**src/rtl/sync_param_modn_updown_counter.sv**
```systemverilog
// Modulo-MOD up/down counter with parallel load, cascade terminal count and out-of-range load flag.
// Define MODN_CNT_SATURATE_EN to hold at the end of the range instead of wrapping.
module sync_param_modn_updown_counter #(
    parameter int WIDTH = 4,
    parameter int MOD   = 12
) (
    input  logic             clk,
    input  logic             rst,
    input  logic             en,
    input  logic             up_dn,
    input  logic             load_en,
    input  logic [WIDTH-1:0] data,
    output logic [WIDTH-1:0] q,
    output logic             tc,
    output logic             load_err
);

    // The modulus may equal 2**WIDTH, so the range check needs one extra bit.
    localparam logic [WIDTH:0]   MOD_EXT = (WIDTH+1)'(MOD);
    localparam logic [WIDTH-1:0] MAX_V   = WIDTH'(MOD - 1);
    localparam logic [WIDTH-1:0] ONE_V   = WIDTH'(1);

    logic [WIDTH-1:0] q_q, q_d;
    logic             load_err_q, load_err_d;
    logic             at_max, at_zero, data_ok;

    always_comb begin
        at_max     = (q_q == MAX_V);
        at_zero    = (q_q == '0);
        data_ok    = ({1'b0, data} < MOD_EXT);
        q_d        = q_q;
        load_err_d = 1'b0;
        if (load_en) begin
            if (data_ok) begin
                q_d = data;
            end else begin
                q_d        = '0;
                load_err_d = 1'b1;
            end
        end else if (en) begin
            if (up_dn) begin
                if (at_max) begin
`ifdef MODN_CNT_SATURATE_EN
                    q_d = MAX_V;
`else
                    q_d = '0;
`endif
                end else begin
                    q_d = q_q + ONE_V;
                end
            end else begin
                if (at_zero) begin
`ifdef MODN_CNT_SATURATE_EN
                    q_d = '0;
`else
                    q_d = MAX_V;
`endif
                end else begin
                    q_d = q_q - ONE_V;
                end
            end
        end
    end

    always_ff @(posedge clk) begin
        if (rst) begin
            q_q        <= '0;
            load_err_q <= 1'b0;
        end else begin
            q_q        <= q_d;
            load_err_q <= load_err_d;
        end
    end

    // Cascade enable for a following stage: asserted on the step that wraps (or would wrap).
    assign tc       = en & (up_dn ? at_max : at_zero);
    assign q        = q_q;
    assign load_err = load_err_q;

endmodule

```
**config.mk**
```make
export PLATFORM = sky130hd
export DESIGN_NAME = sync_param_modn_updown_counter
export DESIGN_NICKNAME = d
export VERILOG_FILES = /design/src/rtl/sync_param_modn_updown_counter.sv
export SDC_FILE = /design/constraint.sdc
export NUM_CORES = 1
export LEC_CHECK = 0
export BUFFER_PORTS_ARGS = -buffer_cell sky130_fd_sc_hd__buf_2
export CAP_MARGIN = 20
export CORE_AREA = 3 3 40 42
export CTS_CLUSTER_DIAMETER = 150
export DETAILED_ROUTE_END_ITERATION = 12
export DIE_AREA = 0 0 43 45
export RECOVER_POWER = 25
export SLEW_MARGIN = 20
export SYNTH_ARGS = -nofsm -noshare
export SYNTH_HDL_FRONTEND = slang
export SYNTH_SLANG_ARGS = --single-unit
```
**constraint.sdc**
```tcl
create_clock -name clk -period 2.6 [get_ports clk]
set_clock_uncertainty 0.05 [all_clocks]
set_input_delay 0.52 -clock clk [delete_from_list [all_inputs] [get_ports clk]]
set_output_delay 0.52 -clock clk [all_outputs]
set_load 0.005 [all_outputs]
```
==> results summary, run 1 <==
The post-route worst hold slack is 0.454 ns. After synthesis, the cell types taking the most area are sky130_fd_sc_hd__dfxtp_1 (25%), sky130_fd_sc_hd__ha_1 (6.2%), sky130_fd_sc_hd__a211oi_1 (5.6%). Across the run, the number of max-cap violations was 0.

The primary flip-flop cell chosen by synthesis mapping is sky130_fd_sc_hd__dfxtp_1. Excluding fillers, the count of instances in the completed layout stands at 81. Of all cell types, the one taking the most synthesized area is sky130_fd_sc_hd__dfxtp_1. CTS placed an instance of sky130_fd_sc_hd__clkbuf_4 at the clock tree root. In this run the worst setup path begins at q[0].

The number of gates resized after cts is 0. The total track usage came out at 10.2%. The initial antenna violation count is 0.

The worst hold path belongs to the class in -> reg. In the final routed layout, each cell accounts on average for 10.7 um. The number of buffer and inverter instances along the worst setup path is 2. The total overflow reported by the global router came out at 0. STA classifies the critical path startpoint as a flop. The number of inserted diodes came out at 0. Among all stages on the critical path, the largest delay is contributed by sky130_fd_sc_hd__dfxtp_1. For this block, the via count after detailed routing is 405. The instance count of the mapped netlist came out at 52. The largest single stage delay on the critical path is 0.43 ns. The endpoint required time on the critical path came out at 2.03 ns. CTS built an H-tree with a depth of 1.

The distinct cell type count after synthesis came out at 26. The final hold violation count was 0. The critical path goes through inv_1 -> ha_1 -> nor3b_1 -> a31oi_1 -> nor3b_1 -> buf_2. Each instance of the synthesized netlist takes up on average 7.80 um2. The cell leakage power came out at 0.000211 uW. For this block, the initial DRC count from the detailed router was 12. The top achievable clock speed came out at 486 MHz. The die area came out at 0.00194 mm2. The sink count of the clock tree came out at 5.

The summed area of non-filler cells in the final layout came out at 490 um2. The flow ran to the end, and the final reports show no timing, DRC or antenna violations. The worst hold path begins at rst.

The congestion estimate from routability-driven global placement came to 0.722. The Yosys step of the flow raised 0 warnings. Subtracting the final worst setup slack from the clock period gives 2.06 ns.

Once detailed placement completed, the half-perimeter wirelength came to 650 um. Relative to the synthesized area, the layout overhead comes to 21.0%. The classification of the worst setup path is reg -> out. The setup-violating endpoint count in the final report came out at 0.

Wires add up to 863 um. In this run, CTS created clock tree buffers numbering 3. The net count after synthesis is 63. The total cell area at the placement stage came out at 465 um2. The core region is 0.00128 mm2. The number of slew-limit violations in the final report is 0.

The startpoint identified for the worst register-to-register timing path is q[0]. The transition time of the tightest slew-check pin is 0.457 ns. The post-synthesis cell area came out at 405 um2.

The pin count of the biggest net entering global routing came out at 13. After floorplanning, the core was divided into 13 placement rows. The net total in the final layout is 78. Setup repair after global routing left no endpoint under its margin. The share of flip-flops with an asynchronous set or reset after synthesis is 0%. Sorting the synthesized cells by how often they occur yields sky130_fd_sc_hd__dfxtp_1 (5), sky130_fd_sc_hd__nor2_1 (5), sky130_fd_sc_hd__inv_1 (4). Port buffering added 14 buffers.

The global-route wire length before repair is 1.40 mm. The number of instances in the placed design is 77. The power density over the cells came out at 494 mW/mm2. The iteration count of the initial detailed-routing pass is 4. In this run the worst path has a maximum fanout of 6. The register bit total from synthesis is 5. The final cycle utilization of the critical path came out at 79.1%.

The dominant cell type by count on the critical path is sky130_fd_sc_hd__nor3b_1. The height of the die is 45 um. The post-detailed-route count of antenna-violating nets is 0. Measured along the x axis, the die boundary spans 43 um. The number of setup buffers added after CTS is 0. No sink is reached through more buffers than the 2 on the longest clock path. The via count of the first global-routing pass came out at 322. The setup check on the worst reg-to-reg path leaves a slack of 1.02 ns. The clock edge transition at the registers on the reported setup and hold paths is 0.04 ns. The number of hold buffers added after CTS came out at 0.

The kind of end point of the critical path is an output pin. The fraction of post-synthesis cell area in the top cell type by area came out at 24.7%. The worst path arrival time is 1.49 ns. The number of flops mapped to enable cells by yosys came out at 0. Measured against its own limit, the worst slew margin works out to 69.5%.

The largest vdd supply drop came out at 0.299 mV. The share of the Yosys chip area taken by registers is 24.7%. Cells with a size suffix above 1 make up 27.3% of the layout.

The filler cell count in the final layout is 135. After detailed routing, the number of remaining DRC violations is 0. The top-level I/O count came out at 15. The source-to-sink clock delay at the later pin of the worst-skew pair came out at 0.25 ns. The CTS tree is yes. Dividing the detail-routed via count by the number of cells gives 5.00. Setup total negative slack on the finished layout was measured at 0 ns. The family of cells with the greatest summed delay on the critical path is flip-flops.

The initial core utilization is 31.5%.
[cell type report]
cell class / instances / area (um2) / area share, %
multi-input combinational: 39 / 262 / 53.3
sequential: 5 / 100 / 20.4
timing repair buffer: 14 / 68.8 / 14.0
clock buffer: 4 / 26.3 / 5.36
tap: 15 / 18.8 / 3.83
inverter: 4 / 15.0 / 3.06
[flip-flops by register name (all words and copies together), names as in the netlist]
name and flops:
load_err 1, q 4
[worst reg2reg max path, stage by stage (launching register included)]
cell and delay (ns):
sky130_fd_sc_hd__dfxtp_1 0.43, sky130_fd_sc_hd__inv_1 0.09, sky130_fd_sc_hd__ha_1 0.24, sky130_fd_sc_hd__mux2_4 0.28
sky130_fd_sc_hd__a21oi_2 0.13, sky130_fd_sc_hd__a311oi_1 0.07, sky130_fd_sc_hd__a211oi_1 0.21
[cell families (layout without fill, tap and decap cells)]
logic type | after synthesis | in the layout | synth area share, %
AOI/OAI and AO/OA | 13 | 13 | 21.6
xor gates and xnor gates | 2 | 2 | 4.32
adders and majority gates | 2 | 2 | 6.17
buffers and inverters | 8 | 22 | 10.8
DFF | 5 | 5 | 24.7
muxes | 2 | 2 | 6.17
and+or+nand+nor | 20 | 20 | 26.2
[cells in the final DEF (no fill, tap or decap), types with 2 or more instances in the layout]
master / instances
sky130_fd_sc_hd__a31oi_1: 3
sky130_fd_sc_hd__nand2b_1: 2
sky130_fd_sc_hd__buf_2: 13
sky130_fd_sc_hd__xnor2_1: 2
sky130_fd_sc_hd__ha_1: 2
sky130_fd_sc_hd__a211oi_1: 3
sky130_fd_sc_hd__clkbuf_4: 3
sky130_fd_sc_hd__nand2_1: 3
sky130_fd_sc_hd__clkbuf_1: 2
sky130_fd_sc_hd__inv_1: 4
sky130_fd_sc_hd__nor2_1: 5
sky130_fd_sc_hd__dfxtp_1: 5
sky130_fd_sc_hd__nand3_1: 2
sky130_fd_sc_hd__nor3b_1: 3
sky130_fd_sc_hd__o21ai_0: 3
[metal layers]
metal	routed length [um]	global-route usage (%)	part of all wire [%]
met1	407	12.8	47
met2	355	13.5	41
met3	101	5.98	12
met4	0	5.42	0
met5	0	0	0
[final timing paths]
check,to,cells after the start
worst min-delay path,q[1],2
worst max-delay path,tc,6
worst min register to register,q[1],3
worst max register to register,q[2],6
[power by group]
group	switching, uW	total, uW	leakage [uW]	internal, uW
logic	28.4	59.0	0.000155	30.7
registers	8.93	91.3	0.0000412	82.4
clock network	34.0	92.2	0.0000150	58.2
total	71.3	242	0.000211	171
[metrics by stage]
step | util (%) | power [uW] | setup WS, ns
CTS | 38.3 | 248 | 0.530
floorplan | - | 136 | 0.967
detailed placement | 36.2 | 152 | 0.803
global route | 38.2 | 260 | 0.370
finish | 38.2 | 242 | 0.544
global placement | 36.2 | 152 | 0.810
Note: power is estimated with default switching activity, not from simulation.
==> inputs of run 2 (changes only) <==
Clock period 2.6 ns to 1.7 ns, I/O delays scaled along.
==> run 2 against run 1 <==
Setup slack got worse by 0.53 ns. First-iteration DRC count decreased by 58%. Global-route usage increased by 0.82 points. Critical path type unchanged. Highest routed layer unchanged.
==> results summary, run 2 (synthesized netlist as in run 1, its figures left out) <==
Run status: finished clean (unchanged). The die area came out at 0.00194 mm2 (unchanged). The filler cell count in the final layout is 140 (was 135). The initial detailed-routing violation count came to 5 (was 12). The final hold violation count came out at 0 (unchanged).

The height of the die is 45 um (unchanged). The number of hold buffers added after CTS came out at 0 (unchanged). The worst path arrival time is 1.29 ns (was 1.49 ns). The via count is 445 (was 405).

The total track usage was 11.0% (was 10.2%). The net total in the final layout was 83 (was 78). The number of buffers on the longest clock path came out at 2 (unchanged). The startpoint of the lowest-slack register-to-register path is q[0] (unchanged). The core footprint is 0.00128 mm2 (unchanged). The clock edge transition at the registers on the reported setup and hold paths is 0.04 ns (about the same).

The TritonCTS buffer count is 3 (unchanged). Series of cell instances along the critical path: inv_4 -> ha_4 -> nor3b_2 -> a31oi_1 -> nor3b_1 -> buf_2 (was inv_1 -> ha_1 -> nor3b_1 -> a31oi_1 -> nor3b_1 -> buf_2). The post-route worst hold slack came to 0.267 ns (was 0.454 ns). The largest stage delay on the critical path came out at 0.36 ns (was 0.43 ns).

The via count of the first global-routing pass is 381 (was 322). The top-level I/O count was 15 (unchanged). The number of slew-limit violations in the final report is 0 (unchanged). The placement row count came to 13 (unchanged).

The global-route wire length before repair is 1.56 mm (was 1.40 mm). The final cycle utilization of the critical path is 98.9%. The source of the critical timing path is q[0] (unchanged). The highest-delay cell along the critical path is sky130_fd_sc_hd__dfxtp_4 (was sky130_fd_sc_hd__dfxtp_1). The source-to-sink clock delay at the later pin of the worst-skew pair is 0.24 ns (was 0.25 ns). The fraction of layout instances using a drive strength above 1 came out at 39.4% (was 27.3%). Most frequent cells in the layout: sky130_fd_sc_hd__buf_2 (12), sky130_fd_sc_hd__nor2_1 (5), sky130_fd_sc_hd__buf_4 (5) (was sky130_fd_sc_hd__buf_2 (13), sky130_fd_sc_hd__nor2_1 (5), sky130_fd_sc_hd__dfxtp_1 (5)).

The via count normalized by instance count came to 5.17 (was 5.00). The clock period could shrink to 1.68 ns. The die boundary width is 43 um (unchanged). The worst slew margin relative to its limit is 68.5% (was 69.5%). The final routed DRC violation total is 0 (unchanged). Timing would allow up to 595 MHz.

The largest vdd supply drop came to 0.362 mV (was 0.299 mV). The worst min-delay path category is in -> reg (unchanged). The largest fanout on the critical path is 6 (unchanged). RSZ-0062 raised after global routing: true (was false). The cell leakage power is 0.000236 uW (was 0.000211 uW).

The sink count of the clock tree is 5 (unchanged). The number of buffer cells added on primary ports is 14 (unchanged). The total length of routed wires is 964 um (was 863 um).

The end-of-flow core utilization is 43.3% (was 38.2%). The iteration count of the initial detailed-routing pass came out at 2 (was 4). The average routed wire per standard cell is 11.2 um (was 10.7 um). The summed area of non-filler cells in the final layout came to 557 um2 (was 490 um2).

The estimated wirelength of the detail-placed design was 674 um (was 650 um). The start point of the worst hold path is rst (unchanged). The total overflow reported by the global router came out at 0 (unchanged). The pin count of the biggest net entering global routing came out at 13 (unchanged). The final setup TNS is 0 ns (unchanged).

The number of inserted diodes came out at 0 (unchanged). The classification of the worst setup path was reg -> out (unchanged). The total cell area at the placement stage came out at 465 um2 (unchanged).

The most frequent standard cell in the layout excluding fill and tap cells is sky130_fd_sc_hd__buf_2 (unchanged). The transition time of the tightest slew-check pin came to 0.473 ns (was 0.457 ns). The endpoint required time on the critical path is 1.31 ns (was 2.03 ns).

The number of flip-flops under the largest register name is 4 (unchanged). The number of max-cap violations came out at 0 (unchanged). The power density over the cells came out at 706 mW/mm2 (was 494 mW/mm2). The area growth from synthesis to layout is 37.3% (was 21.0%).

The initial core utilization is 31.5% (unchanged). The total number of H-tree levels came out at 1 (unchanged). The critical path launch point type was a flop (unchanged).

The final weighted congestion in routability-driven placement came out at 0.736 (was 0.722). The post-detailed-route count of antenna-violating nets came out at 0 (unchanged). The clock tree root driver cell is sky130_fd_sc_hd__clkbuf_4 (unchanged). The initial antenna violation count came to 0 (unchanged). The setup-violating endpoint count in the final report is 0 (unchanged). The kind of end point of the critical path was an output pin (unchanged). The CTS tree was yes (unchanged).
==> run 2: worst paths after layout <==
check	slack, ns	end	cells past startpoint
worst min register to register	0.63	q[1]	3
worst max register to register	0.10	q[2]	8
worst min-delay path	0.27	q[1]	2
worst max-delay path	0.02	tc	6
==> run 2: layout make-up <==
cell class	instances	area [um2]	share of cell area (%)
clock buffers	4	26.3	4.72
repair buffers	19	105	18.9
multi-input cells	39	279	50.1
inverters	4	20.0	3.60
well taps	15	18.8	3.37
flip-flops and latches	5	108	19.3
==> run 2: what timing repair did <==
action / 4_1_cts / 5_1_grt
endpoints found under the setup margin: 1 / 1
setup buffers: 1 / 4
gates resized for setup: 11 / 0
gates cloned: 0 / 0
pin swaps: 2 / 3
==> run 2: critical path, delay by kind of cell, from the launching register on <==
| kind | cells | cell delay [ns] |
|---|---|---|
| AND/OR/NAND/NOR | 2 | 0.32 |
| adder cells (fa/ha/maj) | 1 | 0.12 |
| AO/OA/AOI/OAI | 1 | 0.05 |
| flip-flops | 1 | 0.36 |
| buffers and inverters | 2 | 0.20 |
==> run 2: routing by layer <==
metal,track usage [%],share of wire (%),vias up
met5,0,0,-
met4,3.61,0,0
met3,6.37,7.7,0
met2,16.8,46,14
met1,13.0,47,210
li1,-,-,221
==> run 2: power breakdown <==
part           switching (uW)  internal [uW]
combinational            51.8           64.6
clock                    47.0           88.6
sequential               14.9            126
total                     114            279
==> run 2: stage by stage <==
| step | worst slack (ns) | cells | power [uW] |
|---|---|---|---|
| floorplan | 0.240 | 52 | 208 |
| global placement | 0.107 | 77 | 233 |
| detailed placement | 0.103 | 77 | 233 |
| CTS | -0.00809 | 82 | 386 |
| global route | -0.147 | 86 | 425 |
| finish | 0.0186 | 86 | 393 |
